==> config.mk <==
export PLATFORM = sky130hd
export DESIGN_NAME = spi_mem_sys
export DESIGN_NICKNAME = d
export VERILOG_FILES = /design/src/rtl/spi_mem_pkg.sv /design/src/rtl/spi_mem_slave.sv /design/src/rtl/spi_mem_sys.sv
export SDC_FILE = /design/constraint.sdc
export NUM_CORES = 1
export LEC_CHECK = 0
export ABC_CLOCK_PERIOD_IN_PS = 12600
export CAP_MARGIN = 25
export CORE_MARGIN = 5
export CORE_UTILIZATION = 55
export DETAILED_ROUTE_END_ITERATION = 8
export DONT_BUFFER_PORTS = 1
export PLACE_DENSITY = 0.74
export SLEW_MARGIN = 20
export SYNTH_ARGS = -nofsm -noshare
export SYNTH_HDL_FRONTEND = slang
export SYNTH_SLANG_ARGS = --single-unit
==> constraint.sdc <==
create_clock -name clk -period 12.6 [get_ports clk]
set_input_delay 2.52 -clock clk [delete_from_list [all_inputs] [get_ports clk]]
set_output_delay 2.52 -clock clk [all_outputs]
set_load 0.02 [all_outputs]
==> src/rtl/spi_mem_pkg.sv <==
// Shared types and helpers for the SPI memory subsystem: master state encoding,
// op-bit values and serial frame length arithmetic.
package spi_mem_pkg;

   typedef enum logic [2:0] {
      IDLE,
      CHECK,
      SHIFT,
      WAIT_ACK,
      RECV,
      DONE
   } state_t;

   localparam logic OP_WR = 1'b1;
   localparam logic OP_RD = 1'b0;

   // Bits on the wire for one frame: op bit, address, then data on writes only.
   function automatic int frame_bits(input int addr_w, input int data_w, input logic op);
      return 1 + addr_w + ((op == OP_WR) ? data_w : 0);
   endfunction

   function automatic int sel_width(input int num_slaves);
      return (num_slaves > 1) ? $clog2(num_slaves) : 1;
   endfunction

endpackage

==> src/rtl/spi_mem_slave.sv <==
// One SPI memory slave: LSB-first frame receiver, DEPTH x DATA_W storage,
// write acknowledge and read data return on miso.
module spi_mem_slave
   import spi_mem_pkg::*;
#(
   parameter int DATA_W = 8,
   parameter int ADDR_W = 8,
   parameter int DEPTH  = 16
) (
   input  logic clk,
   input  logic rst,
   input  logic cs_n,
   input  logic mosi,
   output logic miso,
   output logic ready,
   output logic op_done
);

   localparam int FRAME_W = frame_bits(ADDR_W, DATA_W, OP_WR);
   localparam int CNT_W   = $clog2(FRAME_W + 1);
   localparam int IDX_W   = (DEPTH > 1) ? $clog2(DEPTH) : 1;

   localparam logic [CNT_W-1:0]  ADDR_LAST = CNT_W'(ADDR_W);
   localparam logic [CNT_W-1:0]  DATA_LAST = CNT_W'(FRAME_W - 1);
   localparam logic [CNT_W-1:0]  CNT_SAT   = CNT_W'(FRAME_W);
   localparam logic [CNT_W-1:0]  TX_LAST   = CNT_W'(DATA_W - 1);
   localparam logic [ADDR_W:0]   DEPTH_V   = (ADDR_W + 1)'(DEPTH);

   logic [DATA_W-1:0] mem [DEPTH];
   logic [CNT_W-1:0]  cnt;
   logic              op_q;
   logic [ADDR_W-1:0] addr_sr;
   logic [DATA_W-2:0] data_sr;
   logic [DATA_W-1:0] tx_sr;
   logic [CNT_W-1:0]  tx_cnt;
   logic              tx_on;
   logic              in_range;
   logic [IDX_W-1:0]  idx;

   assign in_range = ({1'b0, addr_sr} < DEPTH_V);
   assign idx      = addr_sr[IDX_W-1:0];
   assign miso     = ~cs_n & tx_on & tx_sr[0];

   // Frame receiver; deselect drops any partial frame without touching memory.
   always_ff @(posedge clk or posedge rst) begin
      if (rst) begin
         cnt     <= '0;
         op_q    <= 1'b0;
         addr_sr <= '0;
         data_sr <= '0;
         ready   <= 1'b0;
         op_done <= 1'b0;
      end else if (cs_n) begin
         cnt     <= '0;
         ready   <= 1'b0;
         op_done <= 1'b0;
      end else begin
         ready   <= 1'b0;
         op_done <= 1'b0;
         if (cnt != CNT_SAT) cnt <= cnt + 1'b1;
         if (cnt == '0) begin
            op_q <= mosi;
         end else if (cnt <= ADDR_LAST) begin
            addr_sr <= {mosi, addr_sr[ADDR_W-1:1]};
         end else if (op_q == OP_WR && cnt < DATA_LAST) begin
            data_sr <= {mosi, data_sr[DATA_W-2:1]};
         end
         if (cnt == ADDR_LAST && op_q == OP_RD) ready <= 1'b1;
         if (cnt == DATA_LAST && op_q == OP_WR) op_done <= 1'b1;
      end
   end

   always_ff @(posedge clk or posedge rst) begin
      if (rst) begin
         for (int i = 0; i < DEPTH; i++) mem[i] <= '0;
      end else if (!cs_n && cnt == DATA_LAST && op_q == OP_WR && in_range) begin
         mem[idx] <= {mosi, data_sr};
      end
   end

   // Read return: load during the ready cycle, then DATA_W bits LSB first.
   always_ff @(posedge clk or posedge rst) begin
      if (rst) begin
         tx_sr  <= '0;
         tx_cnt <= '0;
         tx_on  <= 1'b0;
      end else if (cs_n) begin
         tx_cnt <= '0;
         tx_on  <= 1'b0;
      end else if (ready) begin
         tx_sr  <= in_range ? mem[idx] : '0;
         tx_cnt <= '0;
         tx_on  <= 1'b1;
      end else if (tx_on) begin
         tx_sr <= tx_sr >> 1;
         if (tx_cnt == TX_LAST) tx_on <= 1'b0;
         else                   tx_cnt <= tx_cnt + 1'b1;
      end
   end

endmodule

==> src/rtl/spi_mem_sys.sv <==
// SPI memory subsystem top: request front end, range checks, SPI master FSM
// with ack timeout, and NUM_SLAVES memory slaves on a shared mosi.
module spi_mem_sys
   import spi_mem_pkg::*;
#(
   parameter int DATA_W     = 8,
   parameter int ADDR_W     = 8,
   parameter int DEPTH      = 16,
   parameter int NUM_SLAVES = 2,
   parameter int TIMEOUT    = 64,
   parameter int SEL_W      = sel_width(NUM_SLAVES)
) (
   input  logic              clk,
   input  logic              rst,
   input  logic              req_valid,
   output logic              req_ready,
   input  logic              req_wr,
   input  logic [SEL_W-1:0]  req_sel,
   input  logic [ADDR_W-1:0] req_addr,
   input  logic [DATA_W-1:0] req_wdata,
   output logic              done,
   output logic              error,
   output logic [DATA_W-1:0] rdata
);

   // Handshake: a request transfers on a rising edge where req_valid && req_ready;
   // req_ready is high only in IDLE, so a held request waits until the prior done.

   localparam int FRAME_W = frame_bits(ADDR_W, DATA_W, OP_WR);
   localparam int CNT_W   = $clog2(FRAME_W);
   localparam int WAIT_W  = $clog2(TIMEOUT + 1);

   localparam logic [CNT_W-1:0]  LAST_WR   = CNT_W'(frame_bits(ADDR_W, DATA_W, OP_WR) - 1);
   localparam logic [CNT_W-1:0]  LAST_RD   = CNT_W'(frame_bits(ADDR_W, DATA_W, OP_RD) - 1);
   localparam logic [CNT_W-1:0]  RECV_LAST = CNT_W'(DATA_W - 1);
   localparam logic [WAIT_W-1:0] WAIT_LAST = WAIT_W'(TIMEOUT - 1);
   localparam logic [ADDR_W:0]   DEPTH_V   = (ADDR_W + 1)'(DEPTH);
   localparam logic [SEL_W:0]    NSL_V     = (SEL_W + 1)'(NUM_SLAVES);

   state_t              state, next_state;
   logic                wr_q;
   logic [SEL_W-1:0]    sel_q;
   logic [ADDR_W-1:0]   addr_q;
   logic [FRAME_W-1:0]  frame_q;
   logic                err_q;
   logic [CNT_W-1:0]    bit_cnt;
   logic [WAIT_W-1:0]   wait_cnt;
   logic [DATA_W-2:0]   rx_q;

   logic [NUM_SLAVES-1:0] cs_n;
   logic                  mosi;
   logic [NUM_SLAVES-1:0] slave_miso;
   logic [NUM_SLAVES-1:0] slave_ready;
   logic [NUM_SLAVES-1:0] slave_op_done;
   logic                  miso_any;
   logic                  ready_any;
   logic                  op_done_any;

   logic range_err, shift_last, ack, timed_out, recv_last;

   assign miso_any    = |slave_miso;
   assign ready_any   = |slave_ready;
   assign op_done_any = |slave_op_done;

   assign range_err  = ({1'b0, sel_q} >= NSL_V) || ({1'b0, addr_q} >= DEPTH_V);
   assign shift_last = (bit_cnt == (wr_q ? LAST_WR : LAST_RD));
   assign ack        = wr_q ? op_done_any : ready_any;
   assign timed_out  = !ack && (wait_cnt == WAIT_LAST);
   assign recv_last  = (bit_cnt == RECV_LAST);

   always_ff @(posedge clk or posedge rst) begin
      if (rst) state <= IDLE;
      else     state <= next_state;
   end

   always_comb begin
      next_state = state;
      case (state)
         IDLE:     if (req_valid) next_state = CHECK;
         CHECK:    next_state = range_err ? DONE : SHIFT;
         SHIFT:    if (shift_last) next_state = WAIT_ACK;
         WAIT_ACK: begin
            if (ack)            next_state = wr_q ? DONE : RECV;
            else if (timed_out) next_state = DONE;
         end
         RECV:     if (recv_last) next_state = DONE;
         DONE:     next_state = IDLE;
         default:  next_state = IDLE;
      endcase
   end

   always_comb begin
      req_ready = 1'b0;
      done      = 1'b0;
      error     = 1'b0;
      mosi      = 1'b0;
      cs_n      = '1;
      case (state)
         IDLE:    req_ready = 1'b1;
         SHIFT:   mosi = frame_q[0];
         DONE: begin
            done  = 1'b1;
            error = err_q;
         end
         default: ;
      endcase
      if (state == SHIFT || state == WAIT_ACK || state == RECV) begin
         for (int i = 0; i < NUM_SLAVES; i++) begin
            if (sel_q == SEL_W'(i)) cs_n[i] = 1'b0;
         end
      end
   end

   // Datapath; frame is {data, addr, op} so shifting right emits LSB first.
   always_ff @(posedge clk or posedge rst) begin
      if (rst) begin
         wr_q     <= 1'b0;
         sel_q    <= '0;
         addr_q   <= '0;
         frame_q  <= '0;
         err_q    <= 1'b0;
         bit_cnt  <= '0;
         wait_cnt <= '0;
         rx_q     <= '0;
         rdata    <= '0;
      end else begin
         case (state)
            IDLE: begin
               if (req_valid) begin
                  wr_q    <= req_wr;
                  sel_q   <= req_sel;
                  addr_q  <= req_addr;
                  frame_q <= {req_wdata, req_addr, req_wr};
                  err_q   <= 1'b0;
                  bit_cnt <= '0;
               end
            end
            CHECK: begin
               err_q    <= range_err;
               bit_cnt  <= '0;
               wait_cnt <= '0;
            end
            SHIFT: begin
               frame_q  <= frame_q >> 1;
               bit_cnt  <= shift_last ? '0 : bit_cnt + 1'b1;
               wait_cnt <= '0;
            end
            WAIT_ACK: begin
               bit_cnt  <= '0;
               wait_cnt <= wait_cnt + 1'b1;
               if (timed_out) err_q <= 1'b1;
            end
            RECV: begin
               rx_q    <= {miso_any, rx_q[DATA_W-2:1]};
               bit_cnt <= bit_cnt + 1'b1;
               if (recv_last) rdata <= {miso_any, rx_q};
            end
            default: ;
         endcase
      end
   end

   for (genvar g = 0; g < NUM_SLAVES; g++) begin : g_slave
      spi_mem_slave #(
         .DATA_W (DATA_W),
         .ADDR_W (ADDR_W),
         .DEPTH  (DEPTH)
      ) u_slave (
         .clk     (clk),
         .rst     (rst),
         .cs_n    (cs_n[g]),
         .mosi    (mosi),
         .miso    (slave_miso[g]),
         .ready   (slave_ready[g]),
         .op_done (slave_op_done[g])
      );
   end

endmodule

==> results of run 1 <==
-- worst min path at each step --
stage                           from         end  slack (ps)  cells after the start
after floorplan           frame_q[0]  frame_q[0]         430                      2
after global placement    frame_q[2]  frame_q[2]         450                      2
after detailed placement  frame_q[7]  frame_q[7]         460                      2
after CTS                 frame_q[7]  frame_q[7]         480                      2
after global routing         rx_q[0]     rx_q[0]         490                      2
final                     frame_q[7]  frame_q[7]         470                      2
-- metrics by stage --
stage	hold WS [ps]	cells	area [µm²]
after floorplan	431.0	1256	17470
after global placement	453.0	1598	17790
after detailed placement	464.1	1598	17790
after CTS	480.4	1672	19170
after global routing	491.8	1674	19230
final	474.6	1674	19230
-- final cells by class --
type                            instances  area, µm²
Tap cell                              402      503.0
Clock inverter                         16      195.2
Timing Repair Buffer                   16      172.7
Inverter                               17      67.56
Clock buffer                           58       1191
Multi-Input combinational cell        781       7487
Fill cell                            2300      12250
Sequential cell                       384       9612
-- Yosys cell counts (all sizes together), types with 2 or more instances --
master,instances
nand3b,2
mux2,303
o31ai,2
a211o,2
dfrtp,384
mux2i,11
ha,11
nand3,21
nor4,9
clkbuf,57
nand2,89
and3,15
xnor2,6
nand2b,8
o221ai,4
a21o,4
a31oi,3
nor3b,6
nor3,16
a221o,5
a21oi,22
o211ai,2
buf,17
nand4,15
o2111a,2
and2,7
mux4,64
or4,8
o21ai,30
a22o,3
inv,17
nor2,41
a22oi,35
nor2b,11
o21bai,3
xor2,7
-- report_power, final --
part / internal [mW] / total, mW / switching (mW) / leakage, nW
registers: 1.29 / 1.34 / 0.0510 / 5.31
logic: 0.0892 / 0.255 / 0.165 / 3.02
clock network: 0.742 / 1.22 / 0.478 / 0.691
-- per-layer routing --
layer | track usage [%] | up-vias | part of all wire, %
met5 | 0 | - | 0
met4 | 4.884 | 0 | 1.9
met3 | 3.557 | 51 | 4.5
met2 | 31.15 | 196 | 47
met1 | 30.17 | 5412 | 46
li1 | - | 4595 | -
-- critical path, stage by stage, from the launching register on --
cell and delay [ps]:
dfrtp_1 580, nand2_1 90, nor2_1 380, and2_1 320
-- registers in the layout, summed over array words and instances, names as in the netlist, 7 cells and up --
register / cells
wait_cnt: 7
g_slave.u_slave.tx_cnt: 10
rx_q: 7
g_slave.u_slave.mem: 256
rdata: 8
g_slave.u_slave.cnt: 10
g_slave.u_slave.tx_sr: 16
g_slave.u_slave.data_sr: 14
g_slave.u_slave.addr_sr: 16
frame_q: 17
-- placed cells by master, fill, tap and decap left out, types with 3 or more instances in the layout --
cell       synthesis  final
a21o_1             4      4
a21oi_1           21     21
a221o_1            5      5
a22o_1             3      3
a22oi_1           35     35
a31oi_1            3      3
and2_1             6      6
and3_1            15     15
buf_4              0     13
bufinv_16          0      4
clkbuf_1          57      8
clkbuf_16          0     42
clkbuf_8           0      8
clkinv_2           0     10
dfrtp_1          384    382
ha_1              11     11
inv_1             16     15
mux2_1             6      6
mux2_2           289    289
mux2_4             8      8
mux2i_1           11     11
mux4_2            64     64
nand2_1           89     89
nand2b_1           8      8
nand3_1           18     18
nand4_1           15     15
nor2_1            33     33
nor2_4             6      6
nor2b_1           11     11
nor3_1            15     15
nor3b_1            5      5
nor4_1             5      5
nor4_4             3      3
o21ai_0           29     27
o21ai_1            1      3
o21bai_1           3      3
o221ai_1           4      4
or4_1              8      8
xnor2_1            6      6
xor2_1             7      7
-- cell families (layout without fill, tap and decap cells) --
kind of cell	Yosys count	count (layout)	synth area share, %
mux	378	378	28.59
flops	384	384	55.02
simple gates	255	255	7.981
fa+ha+maj	11	11	0.7881
compound gates	124	124	4.857
buf+inv	91	107	2.106
xor+xnor	13	13	0.6520
==> impl_metrics.yaml, run 1 <==
synthesis:
  synth_warnings: 0
  synth_largest_area_cell: "dfrtp_1"
  synth_cells: 1256
  yosysUniqueCellTypes: 66
  ys.flop_type: "dfrtp_1"
  yosys-top-cells-area: "dfrtp_1 (55%), mux2_2 (19%), mux4_2 (8.3%)"
  synth_area_um2: 17460
  ys_seq_area_share_pct: 55.02
  ys_ff_latch: 384
  avgSynthCellArea_um2: 13.90
  synth_edf_count: 0
  async_flop_share_pct: 100.0
  synth_nets: 1288
  synth_top_area_share_pct: 55.02
drt:
  drc: 0
  wire_per_inst_um: 20.80
  via_count: 10250
  drtIter0Drc: 704
  first_pass_iters: 5
  route.antenna.remaining_nets: 0
  routed_wl_mm: 34.81
  vias_per_cell: 6.125
timing:
  fin_crit_ps: 4423
  hold_viol_final: 0
  fmax_ghz: 0.2261
  max-slew-margin-rel_pct: 39.89
  setup_ws_ps: 8177
  rsz0062_at_grt: "no"
  report.final.slew_viol_count: 0
  fin_crit_sh_pct: 35.10
  skew_ps: 21.95
  worst_pin_slew_ps: 899.7
  setup_viol: 0
  finalSetupTns_ps: 0
floorplanning:
  die_h_um: 188.2
  fp.coreArea_um2: 31470
  io_pins: 32
  dieArea_um2: 35420
  rows: 65
  initial_core_util_pct: 55.49
  die_width_um: 188.2
cts:
  clkLatencyLatePin_ps: 530
  clock-root-buffer: "clkbuf_16"
  tritoncts: "yes"
  cts_hold_buf: 0
  cts_inserted_buffers: 41
  post-cts-setup-buffer-count: 0
  cts_resized: 0
  cts.sinks: 384
  htreeDepth: 2
  cts_buffer_depth: 3
  path_clk_slew_ps: 60
layout:
  num_antenna_cells: 0
  area_growth_pct: 10.10
  final_util_pct: 61.09
  drive_above_1_share_pct: 36.71
  nNetsFinal: 1273
power:
  p_per_area_nw_per_um2: 146.2
  leakagePower_nw: 9.024
  peakVddDrop_mv: 0.09052
  power_mw: 2.811
global_route:
  grt_pass1_wl_mm: 58.66
  grt.overflow.total: 0
  grt_usage_pct: 20.16
  antenna_found_initial: 0
  grt_max_degree: 185
  grt_pass1_vias: 10800
critical_path:
  criticalPathCategory: "register to output pin"
  cp-startpoint: "state[0]"
  crit_required_ps: 10080
  r2r_start: "state[2]"
  worstReg2RegEnd: "g_slave[0].u_slave.mem[26]"
  worst_setup_path_start_kind: "register"
  reg2regPathDepth: 4
  worst-endpoint-arrival_ps: 1900
  worst-r2r-setup-slack_ps: 9550
  cp-end-kind: "output pin"
  worstPathMaxFanout: 14
  setup.worst_path.end: "error"
placed_design:
  portBuffers: 0
  place_ws_ps: 7386
  dpl.hpwl_mm: 21.67
  gp_congestion: 0.8198
run:
  cap_violations: 0
run_status:
  outcome: "complete, no violations"
hold_path:
  hp-class: "register to register"
Note: power is estimated with default switching activity, not from simulation.
==> run 2, diff against run 1 <==
ABC_CLOCK_PERIOD_IN_PS = 4250   (was 12600)
PLACE_DENSITY = 0.71   (was 0.74)
clock period = 4.25 ns   (was 12.6 ns; I/O delays follow)
==> run 2 against run 1 <==
Clock skew increased by 5.1 ps. Wire length grew 2.5%. Critical path depth up 1. Sequential share of layout area fell by 0.30 points. Via count shrank 0.19%. Clock-buffer cell count shrank 1. Hold slack worse by 290 ps. Combinational power grew to 3.0 times the previous value. Design area rose by 0.60%. Die area stayed put. Non-clock buffer count increased by 2. Critical path type is now register to register. Largest cell class unchanged. Largest power group unchanged. Highest routed layer unchanged.
==> impl_metrics.yaml, run 2 (synthesized netlist as in run 1, its figures left out) <==
critical_path:
  criticalPathCategory: "register to register"
  crit_required_ps: 4660
  cp-end-kind: "register"
  worst_setup_path_start_kind: "register"
  worstPathMaxFanout: 19
  worst-endpoint-arrival_ps: 3280
layout:
  drive_above_1_share_pct: 37.18
  final_common_cell: "dfrtp_1"
  regArea_um2: 9612
  reg_top3: "g_slave.u_slave.mem (256), frame_q (17)"
  largest_register_ffs: 256
  multi_input_area_um2: 7487
  nFillCells: 2296
  nNetsFinal: 1275
  regMostFlops: "g_slave.u_slave.mem"
  final_cells: 1677
  final_cell_mix: "dfrtp_1 (382), mux2_2 (289), nand2_1 (89)"
  num_antenna_cells: 0
  area_growth_pct: 10.76
cts:
  clkLatencyLatePin_ps: 530
  cts_buffer_depth: 3
  cts_hold_buf: 0
  htreeDepth: 2
  cts_inserted_buffers: 41
  cts_resized: 0
  path_clk_slew_ps: 60
  post-cts-setup-buffer-count: 0
  cts.sinks: 384
  clock-root-buffer: "clkbuf_16"
  tritoncts: "yes"
power:
  power_mw: 8.570
  p_per_area_nw_per_um2: 443.0
  leakagePower_nw: 9.085
  peakVddDrop_mv: 0.2817
drt:
  first_pass_iters: 6
  drc: 0
  vias_per_cell: 6.103
  via_count: 10240
  route.antenna.remaining_nets: 0
  drtIter0Drc: 586
  wire_per_inst_um: 21.28
  routed_wl_mm: 35.68
timing:
  hold_ws_ps: 184.5
  rsz0062_at_grt: "no"
  skew_ps: 27.01
  setup_viol: 0
  fin_crit_sh_pct: 67.56
  fin_crit_ps: 2871
  max-slew-margin-rel_pct: 40.16
  hold_viol_final: 0
  report.final.slew_viol_count: 0
  fmax_ghz: 0.3483
  worst_pin_slew_ps: 895.8
placed_design:
  dpl.hpwl_mm: 22.77
  portBuffers: 0
  gp_congestion: 0.8316
  dp_cells: 1601
global_route:
  grt_max_degree: 120
  grt.overflow.total: 0
  grt_pass1_vias: 10590
  grt_pass1_wl_mm: 58.91
  grt_usage_pct: 20.51
  antenna_found_initial: 0
floorplanning:
  io_pins: 32
  initial_core_util_pct: 55.49
  die_width_um: 188.2
  dieArea_um2: 35420
  fp.coreArea_um2: 31470
  rows: 65
  die_h_um: 188.2
run_status:
  outcome: "complete, no violations"
run:
  cap_violations: 0
hold_path:
  hp-class: "primary input to async pin"
## run 2: cell count changes in the layout (fill, tap and decap cells not counted), moves of 2 or more
cell	delta
buf_12	+2
buf_16	-2
bufinv_16	+3
clkbuf_1	-4
clkbuf_8	+3
## run 2: per-layer routing
metal	GRT usage [%]	part of all wire [%]	wire, µm	vias up
li1	-	-	-	4609
met1	30.93	46	16330	5342
met2	31.90	47	16860	229
met3	3.279	4.9	1757	55
met4	4.545	2.0	724	0
met5	0	0	0	-
## run 2: path summary, 6_finish.rpt
path	start	depth (start not counted)	slack, ps	end
max	state[1]	4	1380	g_slave[0].u_slave.mem[31]
min	rst	1	180	g_slave[0].u_slave.mem[125]
max reg2reg	state[1]	4	1380	g_slave[0].u_slave.mem[31]
min reg2reg	frame_q[3]	2	470	frame_q[3]
max in group asynchronous	rst	2	3090	g_slave[1].u_slave.addr_sr[0]
min in group clk	req_sel	2	460	sel_q
## run 2: final cells by class
class                   count  share of cell area [%]
repair buffers             18                  0.9314
clock buffers              57                   6.294
multi-input cells         781                   38.71
well taps                 402                   2.600
inverters                  17                  0.3493
flip-flops and latches    384                   49.69
clock inverters            18                   1.429
## run 2: power breakdown
group / total [mW] / internal [mW] / switching [mW]
registers: 3.96 / 3.81 / 0.147
logic: 0.755 / 0.265 / 0.489
clock network: 3.86 / 2.43 / 1.43
## run 2: through the flow
| stage | utilization, % | instance area, µm² | setup WS (ps) | setup TNS (ps) |
|---|---|---|---|---|
| after floorplan | - | 17470 | -1762 | -676600 |
| final | 61.46 | 19340 | 1379 | 0 |
| after global routing | 61.46 | 19340 | 1194 | 0 |
| after CTS | 61.41 | 19330 | 1382 | 0 |
| after global placement | 56.66 | 17830 | 1478 | 0 |
| after detailed placement | 56.66 | 17830 | 1379 | 0 |
## run 2: worst max-delay path, cell delays in order, from the launching register on
cell,delay [ps]
dfrtp_1,560
nor3b_2,620
o2111a_1,570
nand4_1,530
mux2_2,450
==> run 3, diff against run 2 <==
ABC_CLOCK_PERIOD_IN_PS = 2800   (was 4250)
clock period = 2.8 ns   (was 4.25 ns; I/O delays follow)
==> run 3 against run 2 <==
Clock power grew 47%. Maximum frequency rose by 15%. Critical endpoint is now g_slave[1].u_slave.mem[6]. Combinational power increased by 70%. Largest cell class unchanged. Die area unchanged.
==> impl_metrics.yaml, run 3 (synthesized netlist as in run 1, its figures left out) <==
run_status:
  outcome: "complete, no violations"
drt:
  route.antenna.remaining_nets: 0
  drc: 0
  first_pass_iters: 4
  drtIter0Drc: 755
  vias_per_cell: 6.040
  routed_wl_mm: 35.62
  via_count: 10340
  wire_per_inst_um: 20.80
critical_path:
  worst-r2r-setup-slack_ps: 290
  criticalPathCategory: "register to register"
  reg2regPathDepth: 5
  cp-end-kind: "register"
  worstPathMaxFanout: 12
  worst_setup_path_start_kind: "register"
  r2r_start: "state[0]"
  worstReg2RegEnd: "g_slave[1].u_slave.mem[6]"
  crit_required_ps: 3210
  worst-endpoint-arrival_ps: 2920
placed_design:
  dpl.hpwl_mm: 23.36
  portBuffers: 0
  gp_congestion: 0.8770
cts:
  cts_hold_buf: 0
  cts_inserted_buffers: 41
  cts_resized: 0
  cts_buffer_depth: 3
  post-cts-setup-buffer-count: 0
  tritoncts: "yes"
  clkLatencyLatePin_ps: 540
  htreeDepth: 2
  path_clk_slew_ps: 60
  clock-root-buffer: "clkbuf_16"
  cts.sinks: 384
floorplanning:
  dieArea_um2: 35420
  rows: 65
  fp.coreArea_um2: 31470
  die_width_um: 188.2
  die_h_um: 188.2
  initial_core_util_pct: 55.49
  io_pins: 32
power:
  peakVddDrop_mv: 0.5201
  power_mw: 12.89
  p_per_area_nw_per_um2: 657.6
  leakagePower_nw: 9.229
global_route:
  grt_usage_pct: 20.66
  grt.overflow.total: 0
  antenna_found_initial: 0
  grt_pass1_wl_mm: 59.97
  grt_pass1_vias: 10870
  grt_max_degree: 88
timing:
  skew_ps: 19.40
  fin_crit_sh_pct: 89.48
  finalSetupTns_ps: 0
  worst_pin_slew_ps: 831.7
  max-slew-margin-rel_pct: 44.55
  report.final.slew_viol_count: 0
  rsz0062_at_grt: "no"
  setup_viol: 0
  hold_viol_final: 0
  fmax_ghz: 0.3991
  fin_crit_ps: 2505
hold_path:
  hp-class: "primary input to async pin"
layout:
  num_antenna_cells: 0
  drive_above_1_share_pct: 38.63
  reg_top3: "g_slave.u_slave.mem (256), frame_q (17)"
  area_growth_pct: 12.24
  regMostFlops: "g_slave.u_slave.mem"
  final_cell_mix: "dfrtp_1 (382), mux2_2 (289), nand2_1 (89)"
  nNetsFinal: 1310
  largest_register_ffs: 256
  final_common_cell: "dfrtp_1"
run:
  cap_violations: 0
-- run 3: cell count changes in the layout (fill, tap and decap cells not counted), moves of 2 or more --
cell / before / now
clkinv_2: 10 / 6
bufinv_16: 7 / 5
inv_6: 0 / 2
clkinvlp_4: 1 / 3
buf_12: 3 / 8
clkbuf_1: 4 / 7
buf_4: 14 / 44
-- run 3: area by class of cell --
cell class	count	area (µm²)
fillers	2355	11870
flip-flops and latches	384	9612
multi-input cells	781	7487
clock buffers	59	1204
well taps	402	503.0
repair buffers	53	495.5
clock inverters	16	232.7
inverters	17	67.56
-- run 3: metal layers --
layer	up-vias	routed length (µm)	global-route usage (%)	share of wire (%)
li1	4681	-	-	-
met1	5446	16590	30.46	47
met2	155	17060	33.01	48
met3	59	1139	2.816	3.2
met4	0	826	5.110	2.3
met5	-	0	0	0
-- run 3: how the worst max path moves through the flow --
stage / startpoint / slack, ps / to
2_1_floorplan: rst / -2920 / addr_q[4]
3_3_place_gp: state[0] / 350 / g_slave[1].u_slave.mem[1]
3_5_place_dp: state[0] / 270 / g_slave[1].u_slave.mem[4]
4_1_cts: state[0] / 270 / g_slave[1].u_slave.mem[1]
5_1_grt: state[0] / 180 / g_slave[1].u_slave.mem[1]
6_report: state[0] / 290 / g_slave[1].u_slave.mem[6]
-- run 3: critical path, cell delays in order (launching register included) --
cell	delay, ps
dfrtp_1	370
or3b_4	480
a21oi_4	240
nand3_4	120
or4b_1	800
mux2_4	380
-- run 3: power by group --
part / switching, mW / leakage (nW) / total, mW / internal, mW
clock: 2.19 / 0.706 / 5.66 / 3.47
sequential: 0.158 / 5.31 / 5.95 / 5.79
combinational: 0.820 / 3.21 / 1.28 / 0.460
total: 3.17 / 9.23 / 12.9 / 9.72
-- run 3: per-stage QoR --
step | hold slack (ps) | cell area, µm² | worst slack (ps) | utilization, % | instances
5_1_grt | 79.46 | 19600 | 179.0 | 62.28 | 1712
3_3_place_gp | 452.7 | 18160 | 350.3 | 57.70 | 1636
6_report | 51.49 | 19600 | 294.5 | 62.28 | 1712
2_1_floorplan | 431.0 | 17470 | -2922 | - | 1256
3_5_place_dp | 461.1 | 18160 | 267.6 | 57.71 | 1637
4_1_cts | 57.97 | 19600 | 271.3 | 62.28 | 1712
